<file path="src/rtl/top_pkg.sv">
// top_pkg: bus geometry shared by the memory interface.
//   MEM_AW  - word-address width of the memory request
//   MEM_DW  - data width of one memory word
//   MEM_DBW - number of byte enables per word
package top_pkg;

  localparam int MEM_AW  = 32;
  localparam int MEM_DW  = 32;
  localparam int MEM_DBW = MEM_DW / 8;

endpackage : top_pkg

</file>
<file path="src/rtl/mem_pkg.sv">
// mem_pkg: request/grant/valid memory interface types plus the SRAM
// adapter additions (ECC width, adapter FSM states, error codes).
//   mem_h2d_t - requester -> memory: req, we, addr (word), data, mask
//   mem_d2h_t - memory -> requester: gnt, valid, data, error
package mem_pkg;

  typedef struct packed {
    logic                          req;
    logic                          we;
    logic [top_pkg::MEM_AW-1:0]    addr;
    logic [top_pkg::MEM_DW-1:0]    data;
    logic [top_pkg::MEM_DBW-1:0]   mask;
  } mem_h2d_t;

  typedef struct packed {
    logic                          gnt;
    logic                          valid;
    logic [top_pkg::MEM_DW-1:0]    data;
    logic [1:0]                    error;
  } mem_d2h_t;

  localparam int MemEccW = 7;

  typedef enum logic {
    IDLE = 1'b0,
    RMW  = 1'b1
  } mem_sram_state_e;

  // error[1] = uncorrectable, error[0] = correctable
  localparam logic [1:0] MEM_ERR_NONE   = 2'b00;
  localparam logic [1:0] MEM_ERR_CORR   = 2'b01;
  localparam logic [1:0] MEM_ERR_UNCORR = 2'b10;

  // Byte enables to a per-bit write mask.
  function automatic logic [top_pkg::MEM_DW-1:0] expand_mask(
    input logic [top_pkg::MEM_DBW-1:0] mask
  );
    logic [top_pkg::MEM_DW-1:0] bits;
    for (int i = 0; i < top_pkg::MEM_DBW; i++) begin
      bits[i*8 +: 8] = {8{mask[i]}};
    end
    return bits;
  endfunction

endpackage : mem_pkg

</file>
<file path="src/rtl/mem_secded_39_32.sv">
// mem_secded_39_32: combinational (39,32) SECDED encoder plus decoder.
// Compiled only when MEM_SRAM_ADAPTER_ECC_EN is defined.
// Codeword layout: [31:0] data, [37:32] Hamming checks, [38] overall parity.
// Data bit i sits at Hamming position data_pos(i), the i-th non-power-of-two
// position starting at 3, so a single-bit syndrome names its bit directly.
//   data_i     - data to encode          code_o     - encoded codeword
//   code_i     - codeword to decode      data_o     - corrected data
//   syndrome_o - {overall, hamming[5:0]} err_o      - [1] uncorr, [0] corr
`ifdef MEM_SRAM_ADAPTER_ECC_EN
module mem_secded_39_32 (
  input  logic [31:0] data_i,
  output logic [38:0] code_o,
  input  logic [38:0] code_i,
  output logic [31:0] data_o,
  output logic [6:0]  syndrome_o,
  output logic [1:0]  err_o
);

  function automatic int data_pos(input int idx);
    int cnt;
    cnt = 0;
    for (int p = 3; p < 64; p++) begin
      if ((p & (p - 1)) != 0) begin
        if (cnt == idx) return p;
        cnt++;
      end
    end
    return 0;
  endfunction

  function automatic logic [31:0] chk_mask(input int j);
    logic [31:0] m;
    for (int i = 0; i < 32; i++) begin
      m[i] = ((data_pos(i) >> j) & 1) != 0;
    end
    return m;
  endfunction

  logic [5:0] enc_chk;
  logic [5:0] dec_chk;
  logic [5:0] ham_syn;
  logic       overall;

  for (genvar gi = 0; gi < 6; gi++) begin : g_chk
    localparam logic [31:0] ChkMask = chk_mask(gi);
    assign enc_chk[gi] = ^(data_i & ChkMask);
    assign dec_chk[gi] = ^(code_i[31:0] & ChkMask);
  end

  assign code_o = {^{data_i, enc_chk}, enc_chk, data_i};

  assign ham_syn    = code_i[37:32] ^ dec_chk;
  assign overall    = ^code_i;
  assign syndrome_o = {overall, ham_syn};

  // Odd overall parity means a single flip (possibly in a check bit);
  // even parity with a non-zero syndrome means two flips.
  always_comb begin
    err_o = 2'b00;
    if (overall) begin
      err_o = 2'b01;
    end else if (ham_syn != 6'd0) begin
      err_o = 2'b10;
    end
  end

  for (genvar gi = 0; gi < 32; gi++) begin : g_fix
    localparam logic [5:0] Pos = 6'(data_pos(gi));
    assign data_o[gi] = code_i[gi] ^ (overall && (ham_syn == Pos));
  end

endmodule : mem_secded_39_32
`endif

</file>
<file path="src/rtl/mem_sram_adapter.sv">
// mem_sram_adapter: memory-side responder for the mem_pkg req/gnt/valid
// interface driving a single-port synchronous SRAM macro. One in-order
// response per accepted request, one cycle after the grant (two cycles for
// ECC partial writes, which read-modify-write the word).
// Optional feature macro: MEM_SRAM_ADAPTER_ECC_EN (SECDED (39,32) per word).
//   clk_i, rst_i           - clock, asynchronous active-high reset
//   mem_i / mem_o          - request in / grant + response out
//   sram_req_o, sram_we_o  - macro strobe and write enable
//   sram_addr_o            - macro word index
//   sram_wdata_o/_wmask_o  - macro write codeword and per-bit mask
//   sram_rdata_i           - macro read data, one cycle after a read strobe
module mem_sram_adapter
  import mem_pkg::*;
#(
  parameter int  Depth = 4096,
  localparam int IdxW  = $clog2(Depth),
`ifdef MEM_SRAM_ADAPTER_ECC_EN
  localparam int SramW = top_pkg::MEM_DW + MemEccW
`else
  localparam int SramW = top_pkg::MEM_DW
`endif
) (
  input  logic             clk_i,
  input  logic             rst_i,
  input  mem_h2d_t         mem_i,
  output mem_d2h_t         mem_o,
  output logic             sram_req_o,
  output logic             sram_we_o,
  output logic [IdxW-1:0]  sram_addr_o,
  output logic [SramW-1:0] sram_wdata_o,
  output logic [SramW-1:0] sram_wmask_o,
  input  logic [SramW-1:0] sram_rdata_i
);

  localparam int DW  = top_pkg::MEM_DW;
  localparam int DBW = top_pkg::MEM_DBW;
  localparam logic [top_pkg::MEM_AW-1:0] DepthA = Depth;

  logic          gnt;
  logic          in_range;
  logic          rsp_valid_reg, rsp_valid_next;
  logic          rsp_read_reg,  rsp_read_next;
  logic [1:0]    rsp_err_reg,   rsp_err_next;
  logic [DW-1:0] rd_data;
  logic [1:0]    rd_err;

  assign in_range = mem_i.addr < DepthA;

`ifdef MEM_SRAM_ADAPTER_ECC_EN
  mem_sram_state_e state_reg, state_next;
  logic [IdxW-1:0] rmw_addr_reg, rmw_addr_next;
  logic [DW-1:0]   rmw_data_reg, rmw_data_next;
  logic [DBW-1:0]  rmw_mask_reg, rmw_mask_next;
  logic [DW-1:0]   merged;
  logic [DW-1:0]   enc_data;
  logic [SramW-1:0] enc_code;

  // Decode path: macro read data, used by read responses and the RMW merge.
  mem_secded_39_32 u_dec (
    .data_i     ('0),
    .code_o     (),
    .code_i     (sram_rdata_i),
    .data_o     (rd_data),
    .syndrome_o (),
    .err_o      (rd_err)
  );

  // Encode path: request data for full writes, merged word during RMW.
  mem_secded_39_32 u_enc (
    .data_i     (enc_data),
    .code_o     (enc_code),
    .code_i     ('0),
    .data_o     (),
    .syndrome_o (),
    .err_o      ()
  );

  for (genvar gi = 0; gi < DBW; gi++) begin : g_merge
    assign merged[gi*8 +: 8] = rmw_mask_reg[gi] ? rmw_data_reg[gi*8 +: 8]
                                                : rd_data[gi*8 +: 8];
  end
`else
  assign rd_data = sram_rdata_i;
  assign rd_err  = MEM_ERR_NONE;
`endif

  always_comb begin
    gnt            = 1'b0;
    sram_req_o     = 1'b0;
    sram_we_o      = 1'b0;
    sram_addr_o    = '0;
    sram_wdata_o   = '0;
    sram_wmask_o   = '0;
    rsp_valid_next = 1'b0;
    rsp_read_next  = 1'b0;
    rsp_err_next   = MEM_ERR_NONE;
`ifdef MEM_SRAM_ADAPTER_ECC_EN
    state_next     = state_reg;
    rmw_addr_next  = rmw_addr_reg;
    rmw_data_next  = rmw_data_reg;
    rmw_mask_next  = rmw_mask_reg;
    enc_data       = mem_i.data;
`endif
    if (!rst_i) begin
`ifdef MEM_SRAM_ADAPTER_ECC_EN
      sram_wmask_o = '1;
      if (state_reg == RMW) begin
        // Read data for the word is on sram_rdata_i this cycle.
        enc_data       = merged;
        rsp_valid_next = 1'b1;
        state_next     = IDLE;
        if (rd_err[1]) begin
          rsp_err_next = MEM_ERR_UNCORR;
        end else begin
          sram_req_o   = 1'b1;
          sram_we_o    = 1'b1;
          sram_addr_o  = rmw_addr_reg;
          sram_wdata_o = enc_code;
          rsp_err_next = rd_err;
        end
      end else
`endif
      begin
        gnt = 1'b1;
        if (mem_i.req) begin
          if (!in_range) begin
            rsp_valid_next = 1'b1;
            rsp_err_next   = MEM_ERR_UNCORR;
          end else begin
            sram_req_o  = 1'b1;
            sram_addr_o = mem_i.addr[IdxW-1:0];
            if (mem_i.we) begin
`ifdef MEM_SRAM_ADAPTER_ECC_EN
              if (mem_i.mask != '1) begin
                // Read the word now; merge and write next cycle.
                rmw_addr_next = mem_i.addr[IdxW-1:0];
                rmw_data_next = mem_i.data;
                rmw_mask_next = mem_i.mask;
                state_next    = RMW;
              end else begin
                sram_we_o      = 1'b1;
                sram_wdata_o   = enc_code;
                rsp_valid_next = 1'b1;
              end
`else
              sram_we_o      = 1'b1;
              sram_wdata_o   = mem_i.data;
              sram_wmask_o   = expand_mask(mem_i.mask);
              rsp_valid_next = 1'b1;
`endif
            end else begin
              rsp_read_next  = 1'b1;
              rsp_valid_next = 1'b1;
            end
          end
        end
      end
    end
  end

  always_ff @(posedge clk_i or posedge rst_i) begin
    if (rst_i) begin
      rsp_valid_reg <= 1'b0;
      rsp_read_reg  <= 1'b0;
      rsp_err_reg   <= MEM_ERR_NONE;
`ifdef MEM_SRAM_ADAPTER_ECC_EN
      state_reg     <= IDLE;
      rmw_addr_reg  <= '0;
      rmw_data_reg  <= '0;
      rmw_mask_reg  <= '0;
`endif
    end else begin
      rsp_valid_reg <= rsp_valid_next;
      rsp_read_reg  <= rsp_read_next;
      rsp_err_reg   <= rsp_err_next;
`ifdef MEM_SRAM_ADAPTER_ECC_EN
      state_reg     <= state_next;
      rmw_addr_reg  <= rmw_addr_next;
      rmw_data_reg  <= rmw_data_next;
      rmw_mask_reg  <= rmw_mask_next;
`endif
    end
  end

  // Read responses decode the macro output in the response cycle.
  always_comb begin
    mem_o.gnt   = gnt;
    mem_o.valid = rsp_valid_reg;
    mem_o.data  = rsp_read_reg ? rd_data : '0;
    mem_o.error = rsp_err_reg | (rsp_read_reg ? rd_err : MEM_ERR_NONE);
  end

endmodule : mem_sram_adapter

</file>
<file path="config.mk">
export PLATFORM = sky130hd
export DESIGN_NAME = mem_sram_adapter
export DESIGN_NICKNAME = d
export VERILOG_FILES = /design/src/rtl/top_pkg.sv /design/src/rtl/mem_pkg.sv /design/src/rtl/mem_secded_39_32.sv /design/src/rtl/mem_sram_adapter.sv
export SDC_FILE = /design/constraint.sdc
export NUM_CORES = 1
export LEC_CHECK = 0
export CAP_MARGIN = 25
export CORE_MARGIN = 2
export CORE_UTILIZATION = 21
export DETAILED_ROUTE_END_ITERATION = 10
export PLACE_DENSITY_LB_ADDON = 0.2
export SYNTH_ARGS = -nofsm -noshare
export SYNTH_HDL_FRONTEND = slang
export SYNTH_HIERARCHICAL = 1
export SYNTH_SLANG_ARGS = --single-unit
export TNS_END_PERCENT = 30
</file>
<file path="constraint.sdc">
create_clock -name clk_i -period 2 [get_ports clk_i]
set_input_delay 0.4 -clock clk_i [delete_from_list [all_inputs] [get_ports clk_i]]
set_output_delay 0.4 -clock clk_i [all_outputs]
set_load 0.01 [all_outputs]
</file>
==> impl_metrics.csv <==
group,metric,value,unit
yosys,ys_warn_count,6,
sta,fin_crit_sh,110,%
global_route,grt-ovfl-total,0,
floorplanning,die_x,87.3,µm
power,p_switching,0.140,mW
global_route,antenna_found_initial,0,
critical_path,cp.arrival,1.80,ns
critical_path,cp_num_buf_inv,6,
layout,instances_no_fill,519,
critical_path,slowest_stage,"nor4_4",
power,p_clk_share,31.1,%
layout,layout_common_cells,"clkdlybuf4s50_1 (114), buf_2 (61), buf_6 (50), nor3_2 (38), buf_4 (36)",
power,p_int,0.416,mW
layout,drive_gt1_share,53.5,%
power,p_sw_share,25.2,%
layout,layout_commonest_cell,"clkdlybuf4s50_1",
global_route,grt_use_total,17.4,%
clock_network,cts-root-buf,"clkbuf_8",
clock_network,htree_levels,1,
clock_network,tritoncts,"done",
detailed_routing,ant_nets,0,
sta,setup-violations-final,71,
detailed_routing,via_per_inst,4.41,
layout,utilization,61.9,%
yosys,synth_top_area_share,34.4,%
critical_path,path_common_cell,"buf_6",
critical_path,end_kind,"output pin",
yosys,ys_seq_elements,3,
yosys,synth_compound_area_share,0.515,%
power,p_seq_share,11.5,%
power,leakage,1.94,nW
clock_network,numCtsBuffers,3,
run_status,status,"finished with violations",
yosys,yosys.area_share.xor_xnor,0,%
detailed_routing,drtPass1Iterations,4,
critical_path,required,1.60,ns
yosys,yosys.area.top_type,"nor3_2",
sta,drv_slew,0,
yosys,synth.top_cells.by_area,"nor3_2 (34%), buf_4 (16%), and2_1 (14%), nand3_1 (12%), dfrtp_1 (5.2%)",
yosys,synthSimpleGateAreaFrac,68.9,%
floorplanning,io_pins,218,
floorplanning,start_util,21.6,%
floorplanning,die_h,87.3,µm
critical_path,slowest_delay,0.30,ns
sta,rsz0062_at_grt,"true",
yosys,syn-num-nets,304,
layout,fin_nets,544,
power,power.density,133,nW/µm²
yosys,synth_top_family_by_area,"simple AND/OR/NAND/NOR gates",
sta,holdWs,0.370,ns
sta,finalWorstSetupSlack,-0.196,ns
detailed_routing,vias,2290,
yosys,syn-mean-instance-area,7.28,µm²
detailed_routing,drt_iter0_drc,24,
yosys,syn-instance-count,200,
detailed_routing,wl,7600,µm
power,power_frac_comb,57.4,%
yosys,synthMuxAreaShare,0,%
floorplanning,dieArea,7620,µm²
placed_design,place_congestion,0.694,
min_path,min_path_type,"input pin to asynchronous set/reset pin",
detailed_routing,post_drt_wl_per_cell,14.6,µm
floorplanning,placementRows,30,
clock_network,cts_hold_buffers,0,
layout,fin_area,4180,µm²
layout,antenna_cells,0,
global_route,grt_pass1_wl,10700,µm
critical_path,crit_fanout,6,
critical_path,critical_path_class,"input pin to output pin",
yosys,ys_types,16,
placed_design,dp_hpwl,5340,µm
placed_design,placed_cells,477,
sta,fmax,0.455,GHz
placed_design,dp_slack,-0.824,ns
clock_network,path_clk_slew,0.03,ns
run_status,violations,"negative setup slack",
critical_path,critPathTopFamily,"buffers and inverters",
yosys,syn_area,1460,µm²
clock_network,clockBufferDepth,2,
placed_design,portBuffers,216,
global_route,grt_pass1_vias,2172,
sta,finalHoldViolations,0,
floorplanning,fp.coreArea,6760,µm²
yosys,synth.yosys.seq_area_share,5.15,%
global_route,grt_max_degree,33,
critical_path,worstSetupStartpointType,"input pin",
layout,area_growth_syn_to_layout,187,%
power,peakVddDrop,0.128,mV
sta,period_needed,2.20,ns
clock_network,clock-sinks,3,
detailed_routing,drc,0,
job,max-cap-violations,0,
placed_design,place_area,3720,µm²
yosys,synth_fa_ha_area_share,0,%
critical_path,crit_chain,"buf_2 > nor4_4 > nand3_4 > buf_12 > buf_6 > nor3_4 > buf_6 > buf_6 > buf_6",
worst min-delay path, delay by kind of cell:
family | cells | cell delay [ns]
buffers and inverters | 4 | 0.50
worst max-delay path by stage:
stage                     depth (start not counted)      start          endpoint
after floorplan                                   5  mem_i[65]  sram_wmask_o[17]
after global placement                            6  mem_i[54]  sram_wmask_o[23]
after detailed placement                          6  mem_i[54]  sram_wmask_o[31]
after CTS                                         7  mem_i[66]  sram_wdata_o[28]
after global routing                              9  mem_i[65]   sram_wmask_o[9]
final                                             9  mem_i[51]  sram_wmask_o[15]
cells in the mapped netlist:
cell type and n:
and2_1 32, buf_2 5, buf_4 31, buf_6 5, clkbuf_1 12, clkinv_1 1, conb_1 1, dfrtp_1 3
inv_1 1, nand2_1 15, nand3_1 36, nand3_2 1, nor3_2 50, nor4_1 3, nor4_2 3, o21a_1 1
through the flow:
step                      power, mW  TNS (ns)
after floorplan               0.123         0
after global placement        0.351    -59.88
after detailed placement      0.354    -58.07
after CTS                     0.546     -5.06
after global routing          0.584    -11.77
final                         0.556     -6.76
metal layers:
| layer | wire length (µm) | vias up | track usage, % |
|---|---|---|---|
| met3 | 691 | 2 | 3.89 |
| met4 | 28 | 0 | 2.80 |
| li1 | - | 1130 | - |
| met2 | 4310 | 122 | 35.7 |
| met5 | 0 | - | 0 |
| met1 | 2570 | 1036 | 17.9 |
kinds of logic (layout without fill, tap and decap cells):
group / count (synthesis) / count (layout)
AOI/OAI and AO/OA: 1 / 1
other: 1 / 1
DFF: 3 / 3
buffers and inverters: 55 / 294
and+or+nand+nor: 140 / 140
power groups by stage:
stage | Clock, mW | Combinational [mW] | Sequential, mW
after detailed placement | 0 | 0.290 | 0.0645
after CTS | 0.177 | 0.305 | 0.0639
after floorplan | 0 | 0.0582 | 0.0649
after global placement | 0 | 0.287 | 0.0643
after global routing | 0.180 | 0.340 | 0.0639
final | 0.173 | 0.319 | 0.0638
layout make-up:
type	count	area, µm²
repair buffers	288	2760
fillers	594	2570
multi-input cells	142	1190
well taps	80	100
flip-flops and latches	3	75.1
clock buffers	4	45.0
inverters	2	8.76
repair_timing:
action | in CTS | in global routing
endpoints found under the setup margin | 78 | 79
pin swaps | 10 | 18
gates resized for setup | 405 | 59
buffers inserted | 19 | 11
gates cloned | 5 | 3
No activity file was read; power rests on OpenSTA's default activity.
